<file path="config.mk">
export PLATFORM = sky130hd
export DESIGN_NAME = dmem_arbiter
export DESIGN_NICKNAME = d
export VERILOG_FILES = /design/src/rtl/dmem_arbiter.sv
export SDC_FILE = /design/constraint.sdc
export NUM_CORES = 1
export LEC_CHECK = 0
export CORE_MARGIN = 1.5
export CORE_UTILIZATION = 35
export DETAILED_ROUTE_END_ITERATION = 7
export PLACE_DENSITY_LB_ADDON = 0.05
export RECOVER_POWER = 25
export SETUP_SLACK_MARGIN = 0.05
export SLEW_MARGIN = 20
export SYNTH_ARGS = -nofsm -noshare
export SYNTH_HDL_FRONTEND = slang
export SYNTH_SLANG_ARGS = --single-unit
</file>
<file path="constraint.sdc">
create_clock -name clk -period 2.1 [get_ports clk]
set_input_delay 0.42 -clock clk [delete_from_list [all_inputs] [get_ports clk]]
set_output_delay 0.42 -clock clk [all_outputs]
set_load 0.01 [all_outputs]
</file>
<file path="src/rtl/dmem_arbiter.sv">
// dmem_arbiter: shares one single-port data memory between the core's MEM
// stage (cpu port) and the DMA/debug loader (dma port). The arbiter alternates
// between the two ports on ties and runs each access through a fixed
// ISSUE -> WAIT x MEM_LAT -> RESP sequence.
module dmem_arbiter #(
  parameter int AW      = 32,
  parameter int DW      = 32,
  parameter int MEM_LAT = 2
) (
  input  logic          clk,
  input  logic          reset,
  input  logic          cpu_req,
  input  logic          cpu_we,
  input  logic [AW-1:0] cpu_addr,
  input  logic [DW-1:0] cpu_wdata,
  output logic [DW-1:0] cpu_rdata,
  output logic          cpu_ack,
  output logic          cpu_stall,
  input  logic          dma_req,
  input  logic          dma_we,
  input  logic [AW-1:0] dma_addr,
  input  logic [DW-1:0] dma_wdata,
  output logic [DW-1:0] dma_rdata,
  output logic          dma_ack,
  output logic          mem_en,
  output logic          mem_we,
  output logic [AW-1:0] mem_addr,
  output logic [DW-1:0] mem_wdata,
  input  logic [DW-1:0] mem_rdata,
  output logic          busy,
  output logic          owner
);

  localparam logic [1:0] IDLE  = 2'd0;
  localparam logic [1:0] ISSUE = 2'd1;
  localparam logic [1:0] WAIT  = 2'd2;
  localparam logic [1:0] RESP  = 2'd3;

  localparam logic [3:0] LAT_LOAD = 4'(MEM_LAT);

  logic [1:0]    state;
  logic [3:0]    wait_cnt;
  logic          last_grant;
  logic          owner_q;
  logic          we_q;
  logic [AW-1:0] addr_q;
  logic [DW-1:0] wdata_q;
  logic [DW-1:0] cpu_rdata_q;
  logic [DW-1:0] dma_rdata_q;
  logic          grant_dma;

  // Choose who is served next: a lone requester always wins, a tie goes to
  // the port that was not granted last time.
  always_comb begin
    grant_dma = dma_req;
    if (cpu_req && dma_req) begin
      grant_dma = ~last_grant;
    end
  end

  // Transaction sequencer: latch the winner's payload, strobe the memory once,
  // count out the memory latency, capture read data, then pulse the ack.
  always_ff @(posedge clk) begin
    if (reset) begin
      state       <= IDLE;
      wait_cnt    <= 4'd0;
      last_grant  <= 1'b1;
      owner_q     <= 1'b0;
      we_q        <= 1'b0;
      addr_q      <= '0;
      wdata_q     <= '0;
      cpu_rdata_q <= '0;
      dma_rdata_q <= '0;
    end else begin
      case (state)
        IDLE: begin
          if (cpu_req || dma_req) begin
            owner_q    <= grant_dma;
            last_grant <= grant_dma;
            we_q       <= grant_dma ? dma_we    : cpu_we;
            addr_q     <= grant_dma ? dma_addr  : cpu_addr;
            wdata_q    <= grant_dma ? dma_wdata : cpu_wdata;
            state      <= ISSUE;
          end
        end
        ISSUE: begin
          wait_cnt <= LAT_LOAD;
          state    <= WAIT;
        end
        WAIT: begin
          wait_cnt <= wait_cnt - 4'd1;
          if (wait_cnt == 4'd1) begin
            if (!we_q) begin
              if (owner_q) begin
                dma_rdata_q <= mem_rdata;
              end else begin
                cpu_rdata_q <= mem_rdata;
              end
            end
            state <= RESP;
          end
        end
        RESP: begin
          state <= IDLE;
        end
        default: begin
          state <= IDLE;
        end
      endcase
    end
  end

  assign mem_en    = (state == ISSUE);
  assign mem_we    = (state == ISSUE) && we_q;
  assign mem_addr  = addr_q;
  assign mem_wdata = wdata_q;
  assign busy      = (state != IDLE);
  assign owner     = owner_q;
  assign cpu_ack   = (state == RESP) && !owner_q;
  assign dma_ack   = (state == RESP) && owner_q;
  assign cpu_stall = cpu_req && !cpu_ack;
  assign cpu_rdata = cpu_rdata_q;
  assign dma_rdata = dma_rdata_q;

endmodule

</file>
Yosys cells after proc, flatten, opt, wreduce, memory -nomap -nowiden
Cells that the tools add are included.
- bitwise logic cells: 3
- reductions and logical operators: 15
- add/subtract/negate cells: 1
- mux-type cells: 8
- eq/ne operators: 6
- operators by type and width (operator ; count):
    $mux W32 ; 2
    $pmux W2 S4 ; 1
    $pmux W4 S2 ; 1
    $reduce_and A4 Y1 ; 2
    $logic_and A1 B1 Y1 ; 5
    $eq A2 B2 Y1 const B ; 2
    $eq A4 B1 Y1 const B ; 1
    $mux W2 ; 2
    $ne A2 B2 Y1 const B ; 2
    $reduce_and A2 Y1 ; 2
    $reduce_bool A2 Y1 ; 2
    $sub A4 B1 Y4 const B ; 1
    $not A1 Y1 ; 3
    $eq A2 B1 Y1 const B ; 1
    $logic_not A1 Y1 ; 2
    $logic_not A2 Y1 ; 1
    $mux W1 ; 2
    $logic_or A1 B1 Y1 ; 1
- output and inout bits: 135
- flip-flop bits (word level): 137
- logic and storage cells: 42
- bits of input ports: 166

Longest topological paths before layout
- depth in word-level cells: 4
- mapped depth: 8
- depth with buffers taken out: 5

Worst setup path after synthesis
No wires, ideal clock.
- kind: register to register
- start point: register state[0]
- end point: register dma_rdata_q[10], in the netlist dma_rdata[10]
- slack: 0.216 ns
- required time: 1.982 ns
- path buffers: 3
- clock period less this slack: 1.884 ns
- cell stages (with the launch flop): 9
- data arrival time: 1.766 ns
- setup time: 0.118 ns
- cells stage by stage: dfxtp_1 inv_1 ha_1 clkbuf_1 inv_2 or4_4 buf_6 buf_12 mux2i_1
- longest elaborated chain between the ends: 2
- ends and longest elaborated chain (element ; RTL line ; text):
    from (decl) ; 41 ; logic [1:0] state;
    from (signal assigned) ; 65 ; state <= IDLE;
    from (signal assigned) ; 83 ; state <= ISSUE;
    from (signal assigned) ; 88 ; state <= WAIT;
    $eq A2 B2 Y1 ; 75 ; case (state)
    $reduce_and A4 Y1 (no line) ; -- ;
    to (signal assigned) ; 95 ; dma_rdata_q <= mem_rdata;
    to (decl) ; 49 ; logic [DW-1:0] dma_rdata_q;
Every way passes these cells.
A chain may end at the register's enable or synchronous reset.

Final worst setup path
- start point: register state[1]
- end point: output mem_we
- longest elaborated chain between the ends: 2
- ends and longest elaborated chain (element ; RTL line ; text):
    $eq A2 B1 Y1 ; 114 ; assign mem_we = (state == ISSUE) && we_q;
    $logic_and A1 B1 Y1 ; 114 ;
    to (decl) ; 26 ; output logic mem_we,
Every way passes these cells.

==> run_results.csv <==
group,metric,value,unit
logic_synthesis,async_flop_share,0,%
floorplanning,core_area,0.0159,mm2
critical_path,cp.required,1.68,ns
logic_synthesis,synth_area,0.00575,mm2
sta,fin_ws,0.172,ns
sta,rsz0062_at_grt,"no",
sta,period_share,91.8,%
clocking,clockBufferDepth,2,
logic_synthesis,ys_ff_latch,137,
clocking,clk_latency,0.42,ns
pwr,power_frac_clock,30.1,%
logic_synthesis,synthCells,590,
floorplanning,rows,46,
pwr,p_leak,3.93,nW
clocking,cts_root_buf,"clkbuf_16",
worst_hold_path,min_path_type,"flop to flop",
detailed_routing,vias,5290,
floorplanning,die_w,131,um
logic_synthesis,yosysTopAreaCellShare,47.7,%
sta,slew_viol_final,0,
placed_design,dp_slack,0.0472,ns
logic_synthesis,ys_types,35,
logic_synthesis,synth_compound_area_share,10.4,%
sta,tightest_slew,0.642,ns
logic_synthesis,syn_nets,763,
clocking,post-cts-setup-buffer-count,0,
logic_synthesis,synthAdderAreaFrac,1.52,%
sta,fmax,0.519,GHz
logic_synthesis,synth_xor_area_share,0,%
outcome,outcome,"finished, final reports clean",
clocking,clkSlewWorstSetupHoldPaths,0.06,ns
critical_path,critPathLaunchType,"flop",
sta,whs,0.452,ns
run,maxCapViolCount,0,
logic_synthesis,synth-edff-count,0,
logic_synthesis,synth_area_leaders,"dfxtp_1 (48%), mux2i_1 (22%), a211oi_1 (8.6%)",
placed_design,gp_congestion,0.787,
placed_design,dpl.hpwl,13000,um
pwr,p_switching,3.06,mW
clocking,cts_max_level,4,
critical_path,rrSetupSlack,0.18,ns
global_routing,track_usage,20.2,%
pwr,peakVddDrop,0.588,mV
detailed_routing,dr.pass1.iters,4,
global_routing,first_global_vias,5559,
pwr,p_comb_share,35.0,%
logic_synthesis,synth.avg_cell_area,9.74,um2
logic_synthesis,synth_top_area_cell,"dfxtp_1",
detailed_routing,avgRoutedWirePerCell,15.5,um
floorplanning,ioPinCount,301,
logic_synthesis,synth_simple_gate_area_share,12.9,%
logic_synthesis,muxShareOfSynthArea,22.5,%
logic_synthesis,synth_top_family_by_area,"multiplexers",
pwr,powerDensity,998,mW/mm2
layout,area_delta_synth_final,68.3,%
clocking,ctsResizeCount,8,
global_routing,grt_pass1_wl,27700,um
detailed_routing,viasPerCell,4.74,
pwr,p_seq_share,34.9,%
layout,fin_nets,1061,
global_routing,grt_max_degree,58,
clocking,cts_buffers,17,
logic_synthesis,ys.flop_type,"dfxtp_1",
critical_path,cp-end-kind,"output pin",
pwr,p_sw_share,31.7,%
detailed_routing,postRouteWirelength,17300,um
sta,finalCriticalPeriod,1.93,ns
clocking,cts.sink_count,137,
clocking,cts-hold-fix-buffers,0,
sta,setup_tns,0,ns
critical_path,crit_fanout,4,
logic_synthesis,ys_seq_area_share,47.7,%
sta,relSlewSlack,57.2,%
floorplanning,start_util,36.1,%
global_routing,grt_overflow,0,
logic_synthesis,ys_warn_count,0,
pwr,p_int,6.59,mW
detailed_routing,remaining_drc_errors,0,
sta,setup_viol,0,
floorplanning,dieArea,0.0172,mm2
sta,hold_viol,0,
floorplanning,die_height,131,um
detailed_routing,ant_nets,0,
layout,drive_gt1_share,7.88,%
placed_design,port_buffers,300,
layout,antennaDiodeCount,0,
sta,skew,0.00549,ns
clocking,cts_tree,"done",
critical_path,crit_type,"flop to output pin",
critical_path,cp.arrival,1.51,ns
detailed_routing,first_iter_violations,144,
global_routing,antenna_found_initial,0,
[cell families after synthesis]
kind of cell / after synthesis
and+or+nand+nor: 179
AOI/OAI and AO/OA: 81
buffers and inverters: 57
muxes: 129
DFF: 137
adders and majority gates: 7
[synth_stat cells (2+ instances only)]
library cell / instances
o21ai_0: 2
nand4b_1: 2
buf_2: 10
clkbuf_1: 26
a21oi_1: 4
nor3_1: 2
nand2b_1: 3
a211oi_1: 66
nand2_1: 94
mux2i_1: 129
ha_1: 7
dfxtp_1: 137
nor2_1: 67
buf_1: 8
buf_12: 3
and2_1: 2
inv_1: 8
nor2b_1: 3
[stage by stage]
stage	cells	power [mW]	utilization, %	cell area [um2]
finish	1117	9.65	60.7	9680
CTS	1117	9.81	60.8	9690
floorplan	590	5.04	-	5750
global route	1117	10.2	60.7	9680
global placement	1085	6.80	57.2	9110
detailed placement	1085	6.87	57.2	9110
[worst max-delay path: stages (launching register included)]
cell           delay, ns
dfxtp_2             0.36
inv_1               0.09
ha_1                0.20
and2_1              0.15
dlygate4sd2_1       0.29
[final timing paths]
kind / from / to / cells past startpoint
min: cpu_rdata[24] / cpu_rdata[24] / 2
min reg2reg: cpu_rdata[24] / cpu_rdata[24] / 2
max reg2reg: wait_cnt[0] / dma_rdata[15] / 5
max: state[1] / mem_we / 4
[flip-flops by register name (all words and copies together), names as in the netlist]
| signal | flops |
|---|---|
| mem_wdata | 32 |
| we_q | 1 |
| dma_rdata | 32 |
| owner | 1 |
| mem_addr | 32 |
| wait_cnt | 4 |
| cpu_rdata | 32 |
| last_grant | 1 |
| state | 2 |
[power by group through the flow]
stage | registers (mW) | logic (mW) | clock network, mW
3_3_place_gp | 3.39 | 3.41 | 0
2_1_floorplan | 3.57 | 1.47 | 0
3_5_place_dp | 3.41 | 3.47 | 0
6_report | 3.37 | 3.38 | 2.91
4_1_cts | 3.37 | 3.47 | 2.97
5_1_grt | 3.43 | 3.71 | 3.08
[area by class of cell]
type                            count  area (um2)
Tap cell                          216         270
Clock buffer                       18         429
Multi-Input combinational cell    396        2740
Timing Repair Buffer              327        3310
Inverter                            9        33.8
Fill cell                        1352        6270
Sequential cell                   137        2740
Clock inverter                     14         148
[layer usage]
| layer | track usage [%] | share of wire [%] |
|---|---|---|
| met1 | 21.7 | 40 |
| met2 | 35.9 | 50 |
| met3 | 6.91 | 7.2 |
| met4 | 8.99 | 2.5 |
| met5 | 0 | 0 |
[layout by cell type, fill, tap and decap left out, drive strengths merged, types with 2 or more instances in the layout]
master and count:
buf 26, nor3 2, dlygate4sd2 6, a21oi 4, clkinvlp 5, nor2 67, nor2b 3, clkinv 5
dlygate4sd3 34, inv 11, mux2i 129, o21ai 2, clkdlybuf4s50 259, nand4b 2, dfxtp 137, nand2 94
ha 7, nand2b 3, a211oi 66, and2 2, clkbuf 20, bufinv 2
Note: power is estimated with default switching activity, not from simulation.
==> RTL edit (same settings) <==
Make the reset (`reset`) asynchronous in one clocked block.
--- a/src/rtl/dmem_arbiter.sv
+++ b/src/rtl/dmem_arbiter.sv
@@ -61,5 +61,5 @@
   // Transaction sequencer: latch the winner's payload, strobe the memory once,
   // count out the memory latency, capture read data, then pulse the ack.
-  always_ff @(posedge clk) begin
+  always_ff @(posedge clk or posedge reset) begin
     if (reset) begin
       state       <= IDLE;
Behaviour: differs if reset is asserted again (counterexample within 4 cycles, from zero or initial values and one cycle with reset high); with reset held inactive, the same outputs for 10 cycles.
==> RTL edit against the unedited design <==
  * Total power increased by 45%
  * Count of clock-buffer cells in the layout decreased by 1
  * Synthesized area increased by 3.4%
  * Worst setup slack got worse by 0.024 ns
  * Cell count decreased by 9.3%
  * Wire length decreased by 7.0%
  * Combinational power increased by 83%
  * Global-route usage decreased by 1.4 points
  * Non-clock buffer count decreased by 5
  * Die area increased by 3.3%
  * Final area increased by 3.2%
  * Sequential cell count unchanged
  * Clock skew about the same
  * Critical path type unchanged
  * Highest routed layer unchanged
==> RTL edit: results (changes against the unedited design) <==
status: "complete, no violations"
synth_nets: 641  # -16%
grtUsageTotal_pct: 18.8  # -1.4 points
hp-start: "mem_wdata[2]$_DFFE_PP0P_"
hold_end: "mem_wdata[2]$_DFFE_PP0P_"
initialDrtViolationCount: 173  # +20%
tightest_slew_ns: 1.01  # +0.373 ns
grtUsageMet1_pct: 20.9  # -0.83 points
combPwrFrac_pct: 44.2  # +9.2 points
skew_ns: 0.00595  # +0.000461 ns
cts_setup_buffers: 0  # unchanged
top_layer_used: "met4"
synth_xor_area_share_pct: 0  # unchanged
port_buffers: 300  # unchanged
synth_cell_type_count: 30  # -14%
dr_wl_met3_um: 1460  # +17%
p_leak_nw: 4.57  # +17%
grt_pass1_vias: 4936  # -11%
dp_hpwl_um: 12200  # -6.4%
async_flop_share_pct: 100  # +100 points
synth_top_family_by_area: "multiplexers"
antenna_found_initial: 0  # unchanged
synthMuxAreaShare_pct: 25.3  # +2.9 points
drt-met1-wl_um: 6280  # -8.7%
drive_gt1_share_pct: 16.3  # +8.4 points
wirelength_um: 16100  # -7.0%
dpl_cell_area_um2: 9370  # +2.8%
place.gp.congestion: 0.776  # -1.4%
cp-startpoint: "state[0]$_DFFE_PP0P_"
h-tree-depth: 4  # unchanged
path_max_fanout: 3  # -1
fillerInstances: 1354  # +0.15%
endpoint: "mem_we"
yosys.area_share.adder_pct: 1.47  # -0.049 points
synthFlopType: "dfrtp_1"
netlist.area_leader.share_pct: 57.3  # +9.6 points
vias_per_cell: 4.64  # -1.9%
ir_drop_mv: 0.623  # +6.0%
seqPwrFrac_pct: 33.5  # -1.4 points
switching_share_pct: 31.0  # -0.70 points
r2r_end: "cpu_rdata[29]$_DFFE_PP0P_"
use_met2_pct: 32.1  # -3.8 points
rr_worst_depth: 6  # +1
holdWs_ns: 0.474  # +0.0219 ns
synth_common_cells: "136 x dfrtp_1, 67 x nand2_1, 67 x o21ai_0, 66 x mux2i_1, 35 x mux2_2"
clkTransAtPathRegs_ns: 0.06  # about the same
final_nets: 953  # -10%
antennaDiodeCount: 0  # unchanged
root_buffer: "clkbuf_16"
grt_pass1_wl_um: 25700  # -7.3%
holdPathStages: 2  # unchanged
grt_max_degree: 49  # -16%
grtUsageMet3_pct: 7.50  # +0.59 points
synth_seq_area_share_pct: 57.7  # +10 points
rrSetupSlack_ns: 0.17
cp.arrival_ns: 1.53  # +0.02 ns
synth_area_leaders: "dfrtp_1 57%, mux2i_1 11%, mux2_4 7.6%, mux2_2 6.6%, o21ai_0 5.6%"
dr_wl_met2_um: 8020  # -8.0%
firstDrtPassIters: 4  # unchanged
synth_compound_area_share_pct: 6.76  # -3.7 points
## RTL edit: changes by cell type in the layout (fill, tap and decap cells not counted), moves of 30 or more
cell / unedited run / this run
mux2_4: 0 / 30
dfrtp_1: 0 / 136
mux2_2: 0 / 35
nor2_1: 67 / 2
clkdlybuf4s50_1: 259 / 293
mux2i_1: 129 / 66
a211oi_1: 66 / 0
o21ai_0: 2 / 67
dlygate4sd3_1: 34 / 1
dfxtp_1: 136 / 0
## RTL edit: worst max-delay path: stages, from the launching register on
cell and delay, ns:
dfrtp_1 0.37, buf_4 0.14, ha_1 0.20, and2_1 0.13, dlygate4sd2_1 0.28
## RTL edit: cells by family after synthesis
| logic type | count (synthesis) |
|---|---|
| AND/OR/NAND/NOR | 81 |
| multiplexers | 131 |
| adder cells (fa/ha/maj) | 7 |
| buffers and inverters | 36 |
| flip-flops | 137 |
| AO/OA/AOI/OAI | 76 |
## RTL edit: timing repair
item	CTS	global route
cloned	0	1
gates resized for setup	12	3
endpoints found under the setup margin	6	33
## RTL edit: layout make-up
| cell class | count | area (µm²) | share of cell area, % |
|---|---|---|---|
| Sequential cell | 137 | 3430 | 34.3 |
| Clock inverter | 15 | 201 | 2.02 |
| Tap cell | 220 | 275 | 2.76 |
| Timing Repair Buffer | 322 | 3260 | 32.6 |
| Inverter | 7 | 27.5 | 0.276 |
| Clock buffer | 17 | 425 | 4.26 |
| Multi-Input combinational cell | 295 | 2370 | 23.7 |
## RTL edit: per-stage QoR
stage               total power (W)  worst slack (ns)  instances
finish                       0.0140             0.148       1013
global route                 0.0149            0.0506       1013
CTS                          0.0142            0.0841       1012
detailed placement           0.0110             0.101        980
global placement             0.0108            0.0927        980
floorplan                   0.00730           -0.0263        468
